<file path="src/rtl/s_axil_regbank_pkg.sv">
// Shared response codes, address classes and the word-address decoder
// used by the AXI4-Lite register bank.
package s_axil_regbank_pkg;

  localparam logic [1:0] RESP_OKAY   = 2'b00;
  localparam logic [1:0] RESP_SLVERR = 2'b10;

  typedef enum logic [1:0] {
    CLS_CTRL     = 2'd0,
    CLS_STAT     = 2'd1,
    CLS_UNMAPPED = 2'd2
  } addr_class_e;

  function automatic addr_class_e decode_addr(
    input logic [31:0] word_addr,
    input int unsigned n_ctrl,
    input int unsigned stat_base,
    input int unsigned n_stat
  );
    addr_class_e cls;
    if (word_addr < n_ctrl) begin
      cls = CLS_CTRL;
    end else if ((word_addr >= stat_base) && (word_addr < stat_base + n_stat)) begin
      cls = CLS_STAT;
    end else begin
      cls = CLS_UNMAPPED;
    end
    return cls;
  endfunction

endpackage

</file>
<file path="src/rtl/s_axil_regbank_skid.sv">
// One-entry skid buffer: passes a request straight through when the consumer
// takes it, otherwise parks it and drops ready until it is taken.
module axil_skid #(
  parameter int unsigned WIDTH = 8
) (
  input  logic             clk,
  input  logic             rst_n,
  input  logic             i_valid,
  output logic             o_ready,
  input  logic [WIDTH-1:0] i_data,
  output logic             o_valid,
  output logic [WIDTH-1:0] o_data,
  input  logic             i_take
);

  logic             r_full;
  logic [WIDTH-1:0] r_data;

  always_ff @(posedge clk or negedge rst_n) begin
    if (!rst_n) begin
      r_full <= 1'b0;
    end else if (r_full) begin
      if (i_take) begin
        r_full <= 1'b0;
      end
    end else if (i_valid && !i_take) begin
      r_full <= 1'b1;
    end
  end

  // Payload only matters while r_full is set, so it carries no reset.
  always_ff @(posedge clk) begin
    if (!r_full && i_valid && !i_take) begin
      r_data <= i_data;
    end
  end

  assign o_ready = !r_full;
  assign o_valid = r_full || i_valid;
  assign o_data  = r_full ? r_data : i_data;

endmodule

</file>
<file path="src/rtl/s_axil_regbank.sv">
// AXI4-Lite register bank: N_CTRL read/write control registers with write
// pulses, N_STAT strobe-captured status registers with read pulses.
module s_axil_regbank
  import s_axil_regbank_pkg::*;
#(
  parameter int unsigned DATA_WIDTH = 32,
  parameter int unsigned ADDR_WIDTH = 10,
  parameter int unsigned N_CTRL     = 8,
  parameter int unsigned N_STAT     = 8,
  parameter int unsigned STAT_BASE  = 16,
  parameter logic [N_CTRL*DATA_WIDTH-1:0] CTRL_INIT = '0
) (
  input  logic                           axi_clock,
  input  logic                           rst_n,

  input  logic [ADDR_WIDTH+1:0]          s_axil_awaddr,
  input  logic [2:0]                     s_axil_awprot,
  input  logic                           s_axil_awvalid,
  output logic                           s_axil_awready,

  input  logic [DATA_WIDTH-1:0]          s_axil_wdata,
  input  logic [DATA_WIDTH/8-1:0]        s_axil_wstrb,
  input  logic                           s_axil_wvalid,
  output logic                           s_axil_wready,

  output logic [1:0]                     s_axil_bresp,
  output logic                           s_axil_bvalid,
  input  logic                           s_axil_bready,

  input  logic [ADDR_WIDTH+1:0]          s_axil_araddr,
  input  logic [2:0]                     s_axil_arprot,
  input  logic                           s_axil_arvalid,
  output logic                           s_axil_arready,

  output logic [DATA_WIDTH-1:0]          s_axil_rdata,
  output logic [1:0]                     s_axil_rresp,
  output logic                           s_axil_rvalid,
  input  logic                           s_axil_rready,

  output logic [N_CTRL*DATA_WIDTH-1:0]   ctrl_regs,
  output logic [N_CTRL-1:0]              ctrl_wr_pulse,
  input  logic [N_STAT*DATA_WIDTH-1:0]   stat_data,
  input  logic [N_STAT-1:0]              stat_valid,
  output logic [N_STAT-1:0]              stat_rd_pulse
);

  localparam int unsigned STRB_W = DATA_WIDTH / 8;
  localparam int unsigned BA_W   = ADDR_WIDTH + 2;

  logic [DATA_WIDTH-1:0] r_ctrl [N_CTRL];
  logic [DATA_WIDTH-1:0] r_stat [N_STAT];
  logic [N_CTRL-1:0]     r_ctrl_wr_pulse;
  logic                  r_bvalid;
  logic [1:0]            r_bresp;
  logic                  r_rvalid;
  logic [1:0]            r_rresp;
  logic [DATA_WIDTH-1:0] r_rdata;
  logic [N_STAT-1:0]     r_rd_stat_sel;

  logic                         w_aw_valid;
  logic [BA_W-1:0]              w_aw_addr;
  logic                         w_w_valid;
  logic [DATA_WIDTH+STRB_W-1:0] w_w_bundle;
  logic [DATA_WIDTH-1:0]        w_wdata;
  logic [STRB_W-1:0]            w_wstrb;
  logic                         w_ar_valid;
  logic [BA_W-1:0]              w_ar_addr;
  logic [ADDR_WIDTH-1:0]        w_aw_word;
  logic [ADDR_WIDTH-1:0]        w_ar_word;
  addr_class_e                  w_wr_cls;
  addr_class_e                  w_ar_cls;
  logic                         w_wr_commit;
  logic                         w_rd_commit;
  logic [DATA_WIDTH-1:0]        w_rd_data;
  logic [N_STAT-1:0]            w_rd_stat_sel;
  logic                         w_unused_bits;

  axil_skid #(.WIDTH(BA_W)) u_aw_skid (
    .clk     (axi_clock),
    .rst_n   (rst_n),
    .i_valid (s_axil_awvalid),
    .o_ready (s_axil_awready),
    .i_data  (s_axil_awaddr),
    .o_valid (w_aw_valid),
    .o_data  (w_aw_addr),
    .i_take  (w_wr_commit)
  );

  axil_skid #(.WIDTH(DATA_WIDTH + STRB_W)) u_w_skid (
    .clk     (axi_clock),
    .rst_n   (rst_n),
    .i_valid (s_axil_wvalid),
    .o_ready (s_axil_wready),
    .i_data  ({s_axil_wstrb, s_axil_wdata}),
    .o_valid (w_w_valid),
    .o_data  (w_w_bundle),
    .i_take  (w_wr_commit)
  );

  axil_skid #(.WIDTH(BA_W)) u_ar_skid (
    .clk     (axi_clock),
    .rst_n   (rst_n),
    .i_valid (s_axil_arvalid),
    .o_ready (s_axil_arready),
    .i_data  (s_axil_araddr),
    .o_valid (w_ar_valid),
    .o_data  (w_ar_addr),
    .i_take  (w_rd_commit)
  );

  assign w_wdata   = w_w_bundle[DATA_WIDTH-1:0];
  assign w_wstrb   = w_w_bundle[DATA_WIDTH +: STRB_W];
  assign w_aw_word = w_aw_addr[BA_W-1:2];
  assign w_ar_word = w_ar_addr[BA_W-1:2];
  assign w_wr_cls  = decode_addr(32'(w_aw_word), N_CTRL, STAT_BASE, N_STAT);
  assign w_ar_cls  = decode_addr(32'(w_ar_word), N_CTRL, STAT_BASE, N_STAT);

  // A request may only be consumed when its response slot is free or draining.
  assign w_wr_commit = w_aw_valid && w_w_valid && !(r_bvalid && !s_axil_bready);
  assign w_rd_commit = w_ar_valid && !(r_rvalid && !s_axil_rready);

  assign w_unused_bits = ^{s_axil_awprot, s_axil_arprot, w_aw_addr[1:0], w_ar_addr[1:0]};

  always_ff @(posedge axi_clock or negedge rst_n) begin
    if (!rst_n) begin
      for (int k = 0; k < N_CTRL; k++) begin
        r_ctrl[k] <= CTRL_INIT[k*DATA_WIDTH +: DATA_WIDTH];
      end
      r_ctrl_wr_pulse <= '0;
      r_bvalid        <= 1'b0;
      r_bresp         <= RESP_OKAY;
    end else begin
      r_ctrl_wr_pulse <= '0;
      if (w_wr_commit) begin
        r_bvalid <= 1'b1;
        r_bresp  <= (w_wr_cls == CLS_CTRL) ? RESP_OKAY : RESP_SLVERR;
        for (int k = 0; k < N_CTRL; k++) begin
          if (w_aw_word == ADDR_WIDTH'(k)) begin
            r_ctrl_wr_pulse[k] <= 1'b1;
            for (int b = 0; b < STRB_W; b++) begin
              if (w_wstrb[b]) begin
                r_ctrl[k][b*8 +: 8] <= w_wdata[b*8 +: 8];
              end
            end
          end
        end
      end else if (s_axil_bready) begin
        r_bvalid <= 1'b0;
      end
    end
  end

  // Status space is read-only from the bus; only the strobes ever load it.
  always_ff @(posedge axi_clock or negedge rst_n) begin
    if (!rst_n) begin
      for (int k = 0; k < N_STAT; k++) begin
        r_stat[k] <= '0;
      end
    end else begin
      for (int k = 0; k < N_STAT; k++) begin
        if (stat_valid[k]) begin
          r_stat[k] <= stat_data[k*DATA_WIDTH +: DATA_WIDTH];
        end
      end
    end
  end

  always_comb begin
    w_rd_data     = '0;
    w_rd_stat_sel = '0;
    for (int k = 0; k < N_CTRL; k++) begin
      if (w_ar_word == ADDR_WIDTH'(k)) begin
        w_rd_data = r_ctrl[k];
      end
    end
    for (int k = 0; k < N_STAT; k++) begin
      if (w_ar_word == ADDR_WIDTH'(STAT_BASE + k)) begin
        w_rd_data        = r_stat[k];
        w_rd_stat_sel[k] = 1'b1;
      end
    end
  end

  always_ff @(posedge axi_clock or negedge rst_n) begin
    if (!rst_n) begin
      r_rvalid      <= 1'b0;
      r_rresp       <= RESP_OKAY;
      r_rdata       <= '0;
      r_rd_stat_sel <= '0;
    end else if (w_rd_commit) begin
      r_rvalid      <= 1'b1;
      r_rresp       <= (w_ar_cls == CLS_UNMAPPED) ? RESP_SLVERR : RESP_OKAY;
      r_rdata       <= w_rd_data;
      r_rd_stat_sel <= w_rd_stat_sel;
    end else if (s_axil_rready) begin
      r_rvalid <= 1'b0;
    end
  end

  for (genvar g = 0; g < N_CTRL; g++) begin : g_ctrl_out
    assign ctrl_regs[g*DATA_WIDTH +: DATA_WIDTH] = r_ctrl[g];
  end

  assign ctrl_wr_pulse = r_ctrl_wr_pulse;
  assign s_axil_bvalid = r_bvalid;
  assign s_axil_bresp  = r_bresp;
  assign s_axil_rvalid = r_rvalid;
  assign s_axil_rresp  = r_rresp;
  assign s_axil_rdata  = r_rdata;
  assign stat_rd_pulse = (r_rvalid && s_axil_rready) ? r_rd_stat_sel : '0;

endmodule
</file>
<file path="config.mk">
export PLATFORM = sky130hd
export DESIGN_NAME = s_axil_regbank
export DESIGN_NICKNAME = d
export VERILOG_FILES = /design/src/rtl/s_axil_regbank_pkg.sv /design/src/rtl/s_axil_regbank_skid.sv /design/src/rtl/s_axil_regbank.sv
export SDC_FILE = /design/constraint.sdc
export NUM_CORES = 1
export LEC_CHECK = 0
export BUFFER_PORTS_ARGS = -buffer_cell sky130_fd_sc_hd__buf_2
export CAP_MARGIN = 10
export CORE_AREA = 8 8 336 256
export DETAILED_ROUTE_END_ITERATION = 8
export DIE_AREA = 0 0 344 264
export PLACE_DENSITY = 0.62
export SLEW_MARGIN = 0
export SYNTH_ARGS = -nofsm -noshare
export SYNTH_HDL_FRONTEND = slang
export SYNTH_SLANG_ARGS = --single-unit
export TNS_END_PERCENT = 5
</file>
<file path="constraint.sdc">
create_clock -name axi_clock -period 5.8 [get_ports axi_clock]
set_input_delay 0.29 -clock axi_clock [delete_from_list [all_inputs] [get_ports axi_clock]]
set_output_delay 0.29 -clock axi_clock [all_outputs]
set_load 0.01 [all_outputs]
</file>
* After elaboration in Yosys (flattened, before gate mapping)
Index checks and enable logic that the tools add are counted.
** Operators by class
- $lt $le $gt $ge :: 6
- Equal/unequal tests :: 23
- Multiplexer cells :: 55
- Reduce and logical (&&, ||, !) cells :: 66
** Operators by type and width (count)
- two-way mux 32 bit :: 16
- AND reduction 3 bit :: 32
- equality test 10 x 3 -> 1 bit, second input constant :: 8
- equality test 10 x 5 -> 1 bit, second input constant :: 8
- equality test 10 x 2 -> 1 bit, second input constant :: 4
- two-way mux 36 bit :: 1
- two-way mux 1 bit :: 28
- two-way mux 12 bit :: 2
- equality test 10 x 1 -> 1 bit, second input constant :: 2
- >= comparator 10 x 5 -> 1 bit, second input constant :: 2
- logical NOT 10 bit :: 2
- less-than comparator 10 x 4 -> 1 bit, second input constant :: 2
- less-than comparator 10 x 5 -> 1 bit, second input constant :: 2
- logical AND 1 bit :: 17
- two-way mux 8 bit :: 2
- two-way mux 2 bit :: 6
- logical NOT 1 bit :: 9
- nonzero test 2 bit :: 2
- logical OR 1 bit :: 3
- equality test 2 bit, second input constant :: 1
- logical NOT 2 bit :: 1
** Word-level totals
- Register bits after elaboration :: 629
- Input bits :: 337
- Output and inout port bits :: 313

* Longest topological paths before layout
- Word-level depth :: 18
- Mapped depth :: 12

* Cells and area by module
Synthesis repeated with hierarchy kept, for this count alone.
** Unflattened totals
- Cell total of the unflattened synthesis :: 2242
- Area total of the unflattened synthesis :: 29179.2 µm²
** Modules (own cells, without submodules)
- s_axil_regbank :: times used 1, cells each 2099, area each 26391.6 µm²
- axil_skid at u_w_skid :: times used 1, cells each 81, area each 1584.0 µm²
- axil_skid at u_ar_skid ... :: times used 2, cells each 31, area each 601.8 µm²

* Least setup slack after synthesis
No wires, ideal clock.
- Path kind :: register to register
- Start :: register u_w_skid.r_full
- End :: register u_w_skid.r_data[0], enable pin
- Arrival time :: 3589 ps
- Path slack :: 1729 ps
- Cell stages (with the launch flop) :: 4
- Clock period less this slack :: 4071 ps
- Path through :: dfrtp_1 -> buf_1 -> clkbuf_1 -> nor3b_1
** On the way
- Word-level cells in the longest chain between the ends :: 5
- Elaborated cells between the ends (all ways) :: 7
- Classes of those cells :: reduce/logical (7)
** RTL lines
- from (decl) :: line s_axil_regbank_skid.sv:16 : logic r_full;
- from (signal assigned) :: line s_axil_regbank_skid.sv:21 : r_full <= 1'b0;
- from (signal assigned) :: line s_axil_regbank_skid.sv:24 : r_full <= 1'b0;
- from (signal assigned) :: line s_axil_regbank_skid.sv:27 : r_full <= 1'b1;
- logical OR 1 bit :: line s_axil_regbank_skid.sv:39 : assign o_valid = r_full || i_valid;
- logical AND 1 bit (2 in series) :: line s_axil_regbank.sv:119 : assign w_wr_commit = w_aw_valid && w_w_valid && !(r_bvalid && !s_axil_bready);
- logical NOT 1 bit :: line s_axil_regbank_skid.sv:33 : if (!r_full && i_valid && !i_take) begin
- logical AND 1 bit (*) :: line s_axil_regbank_skid.sv:33
- to (signal assigned) :: line s_axil_regbank_skid.sv:34 : r_data <= i_data;
- to (decl) :: line s_axil_regbank_skid.sv:17 : logic [WIDTH-1:0] r_data;
Every way passes the cells marked *; elsewhere a longest branch is shown, timed or not.
A chain may end at the register's enable or synchronous reset.

* Worst setup path in the final report
- Start :: register u_ar_skid.r_full
- End :: register r_rdata[29] (netlist: s_axil_rdata[29])
** On the way
- Word-level cells in the longest chain between the ends :: 18
- Elaborated cells between the ends (all ways) :: 35
- Classes of those cells :: eq/ne (15); mux (17); reduce/logical (3)
** RTL lines
- from (decl) :: line s_axil_regbank_skid.sv:16
- from (signal assigned) :: line s_axil_regbank_skid.sv:21
- from (signal assigned) :: line s_axil_regbank_skid.sv:24
- from (signal assigned) :: line s_axil_regbank_skid.sv:27
- two-way mux 12 bit :: line s_axil_regbank_skid.sv:40 : assign o_data = r_full ? r_data : i_data;
- logical NOT 10 bit :: line s_axil_regbank.sv:172 : if (w_ar_word == ADDR_WIDTH'(k)) begin
- two-way mux 32 bit (8 in series) :: line s_axil_regbank.sv:172
- two-way mux 32 bit (8 in series) :: line s_axil_regbank.sv:177 : if (w_ar_word == ADDR_WIDTH'(STAT_BASE + k)) begin
- to (signal assigned) :: line s_axil_regbank.sv:193 : r_rdata <= w_rd_data;
- to (decl) :: line s_axil_regbank.sv:57 : logic [DATA_WIDTH-1:0] r_rdata;
Several ways; a longest one is shown, not always the timed one.

==> results.ini <==
[worst_setup_path]
startpoint_type = register
startpoint = u_ar_skid.r_full
worst-setup-path-type = reg -> reg
crit_fanout = 32
ff2ff_setup_slack_ps = 1820
crit_required_ps = 6300
critPathCaptureType = register
reg2reg_to = s_axil_rdata[29]
cp_data_arrival_time_ps = 4480
cp-endpoint = s_axil_rdata[29]
r2r_cells = 9
reg2reg_from = u_ar_skid.r_full

[clocking]
clk_pin_slew_ps = 60
clockRootBuffer = clkbuf_16
cts_made_buffers = 69
cts_tree = yes
cts_buffer_depth = 3
htree_levels = 3
clock_sinks = 623
worstSkewPairLatency_ps = 630

[logic_synthesis]
synth_area_leader_cell = dfrtp_1
synth_area_leaders = dfrtp_1, mux2_2, edfxtp_1
syn_area_per_cell_um2 = 13.3
synth_top_area_share_pct = 50.7
synth_area_um2 = 28000
yosys.area_share.adder_pct = 0
synth_xor_area_share_pct = 0
ys.flop_type = dfrtp_1
synth_top_family_by_area = multiplexers
synth_edf_count = 56
yosysUniqueCellTypes = 86
ys_warn_count = 0
synthMuxAreaShare_pct = 22.5
ys_seq_area_share_pct = 56.7
yosys.area_share.simple_pct = 6.45
synth_compound_area_share_pct = 11.9
netlist_instances = 2108
synth-seq-cells = 623
synthArstFlopShare_pct = 91.0

[power]
p_sw_uw = 2880
switching_share_pct = 26.2
seqPwrFrac_pct = 44.4
p_leak_uw = 0.0178
peakVddDrop_v = 0.000218
power_density_nw_per_um2 = 290
power_frac_comb_pct = 13.0
p_int_uw = 8110
clockPowerShare_pct = 42.7

[finish]
final_cell_mix = buf_2, dfrtp_1, mux2_2
drive_gt1_share_pct = 45.5
fill_cells = 7436
fin_cells = 4187
area_growth_pct = 35.5
final_nets = 3375
final_common_cell = buf_2

[global_routing]
grtUsageTotal_pct = 25.4
grt_max_degree = 165
grt_pass1_wl_um = 170000
grt_pass1_vias = 24021
antenna_found_initial = 26
overflow = 0

[sta]
max_freq_mhz = 251
hold_violations = 0
final-setup-viol-count = 0
final.setup_skew_ps = 28.8
finalSetupTns_ps = 0
worstMarginPinSlew_ps = 1290
finalCriticalPeriod_ps = 3980
slew_headroom_pct = 13.7
timing.final.max_slew_violations = 0
grt_setup_unrepaired = false
post-route-period-util_pct = 68.7

[placed_design]
place.gp.congestion = 0.824
dp_cells = 3720
port_buffers = 637
post-dp-hpwl_um = 85500

[routing]
drt_iter0_drc = 1579
drc = 0
final_antenna_net_count = 0
post_drt_wl_per_cell_um = 28.4
first_pass_iters = 5
vias = 23035
wirelength_um = 119000
vias_per_cell = 5.50

[floorplanning]
io_pins = 650
initial_core_util_pct = 34.6
core_area_um2 = 81100
die_area_um2 = 90800
die_w_um = 344
fp.dieH_um = 264
core.rowCount = 91

[run_status]
outcome = complete, no violations

[flow_run]
drv_cap = 0

[hold_path]
holdCritPathClass = in -> reg

-- per-layer routing --
metal / wire length, um / part of all wire, % / vias to the layer above / GRT usage, %
li1: - / - / 9938 / -
met1: 51000 / 43 / 11939 / 34.0
met2: 55700 / 47 / 926 / 40.4
met3: 8480 / 7.1 / 218 / 6.17
met4: 3760 / 3.2 / 14 / 7.90
met5: 92 / 0.077 / - / 0
-- worst min-delay path by stage --
stage,startpoint,end,slack (ps),cells after the start
floorplan,rst_n,ctrl_regs[0],-6,0
global placement,rst_n,r_stat[203],380,1
detailed placement,rst_n,r_stat[203],390,1
CTS,s_axil_araddr[3],u_ar_skid.r_data[3],9,1
global route,s_axil_araddr[2],u_ar_skid.r_data[2],30,1
finish,s_axil_araddr[3],u_ar_skid.r_data[3],50,1
-- cell families (layout without fill, tap and decap cells) --
kind of cell,after synthesis,count (layout)
other,1,25
buffers and inverters,148,1134
AND/OR/NAND/NOR,309,309
multiplexers,548,548
AO/OA/AOI/OAI,479,479
flip-flops,623,623
-- worst max-delay path, cell delays in order (launching register included) --
cell,delay [ps]
dfrtp_1,360
buf_4,250
nor4_4,380
a22o_1,720
nand3_2,760
o22ai_1,590
nor3_1,110
a2111oi_1,410
buf_4,210
o31ai_1,70
-- what timing repair did --
| action | 4_1_cts | 5_1_grt |
|---|---|---|
| endpoints found under the hold margin | 404 | 0 |
| hold buffers | 316 | 0 |
| resized for setup | 0 | 0 |
| setup buffers | 0 | 0 |
-- synth_stat cells, types with 11 or more instances --
master	n
buf_1	27
a2111oi_0	11
a31oi_1	17
mux2_2	511
nor3_1	45
a22oi_1	55
a2bb2oi_1	13
o21ai_1	15
a22o_1	24
nand3_1	25
buf_4	12
o211ai_1	29
mux2_4	32
a221o_1	26
inv_1	12
clkbuf_1	49
o31ai_1	15
dfrtp_1	567
buf_2	42
and3_1	12
nand2_1	54
edfxtp_1	56
or3_1	28
nand2_2	13
o21ai_0	73
nor2_1	63
o22ai_1	56
a221oi_1	19
a21oi_1	76
-- power by group through the flow --
stage	combinational (uW)	clock, uW	sequential [uW]
after floorplan	667	0	4920
after global placement	1220	0	4940
after detailed placement	1240	0	4950
after CTS	1430	4780	4870
after global routing	1530	4930	4910
final	1430	4690	4880
-- registers in the layout, indices dropped and copies added (netlist names) --
name,flops
s_axil_bresp,1
s_axil_rresp,1
u_aw_skid.r_full,1
s_axil_bvalid,1
ctrl_wr_pulse,8
s_axil_rvalid,1
r_stat,256
r_rd_stat_sel,8
u_ar_skid.r_full,1
u_aw_skid.r_data,10
u_w_skid.r_data,36
s_axil_rdata,32
u_ar_skid.r_data,10
u_w_skid.r_full,1
ctrl_regs,256
-- stage by stage --
stage	total power (uW)	utilization, %	setup WS, ps	area [um^2]	hold WS (ps)
floorplan	5590	-	1730	28000	-5.59
finish	11000	46.8	1820	37900	53.2
CTS	11100	46.7	1910	37900	8.97
global placement	6170	39.8	1920	32300	382
global route	11400	46.8	1630	37900	27.9
detailed placement	6190	39.8	1900	32300	388
-- area by class of cell --
cell class	count	area, um^2	area share [%]
Sequential cell	623	15900	41.8
Multi-Input combinational cell	1338	11500	30.3
Timing Repair Buffer	994	6690	17.6
Clock buffer	103	2140	5.64
Tap cell	1069	1340	3.53
Clock inverter	25	282	0.742
Antenna cell	23	57.6	0.152
Inverter	12	45.0	0.119
Note: power is estimated with default switching activity, not from simulation.
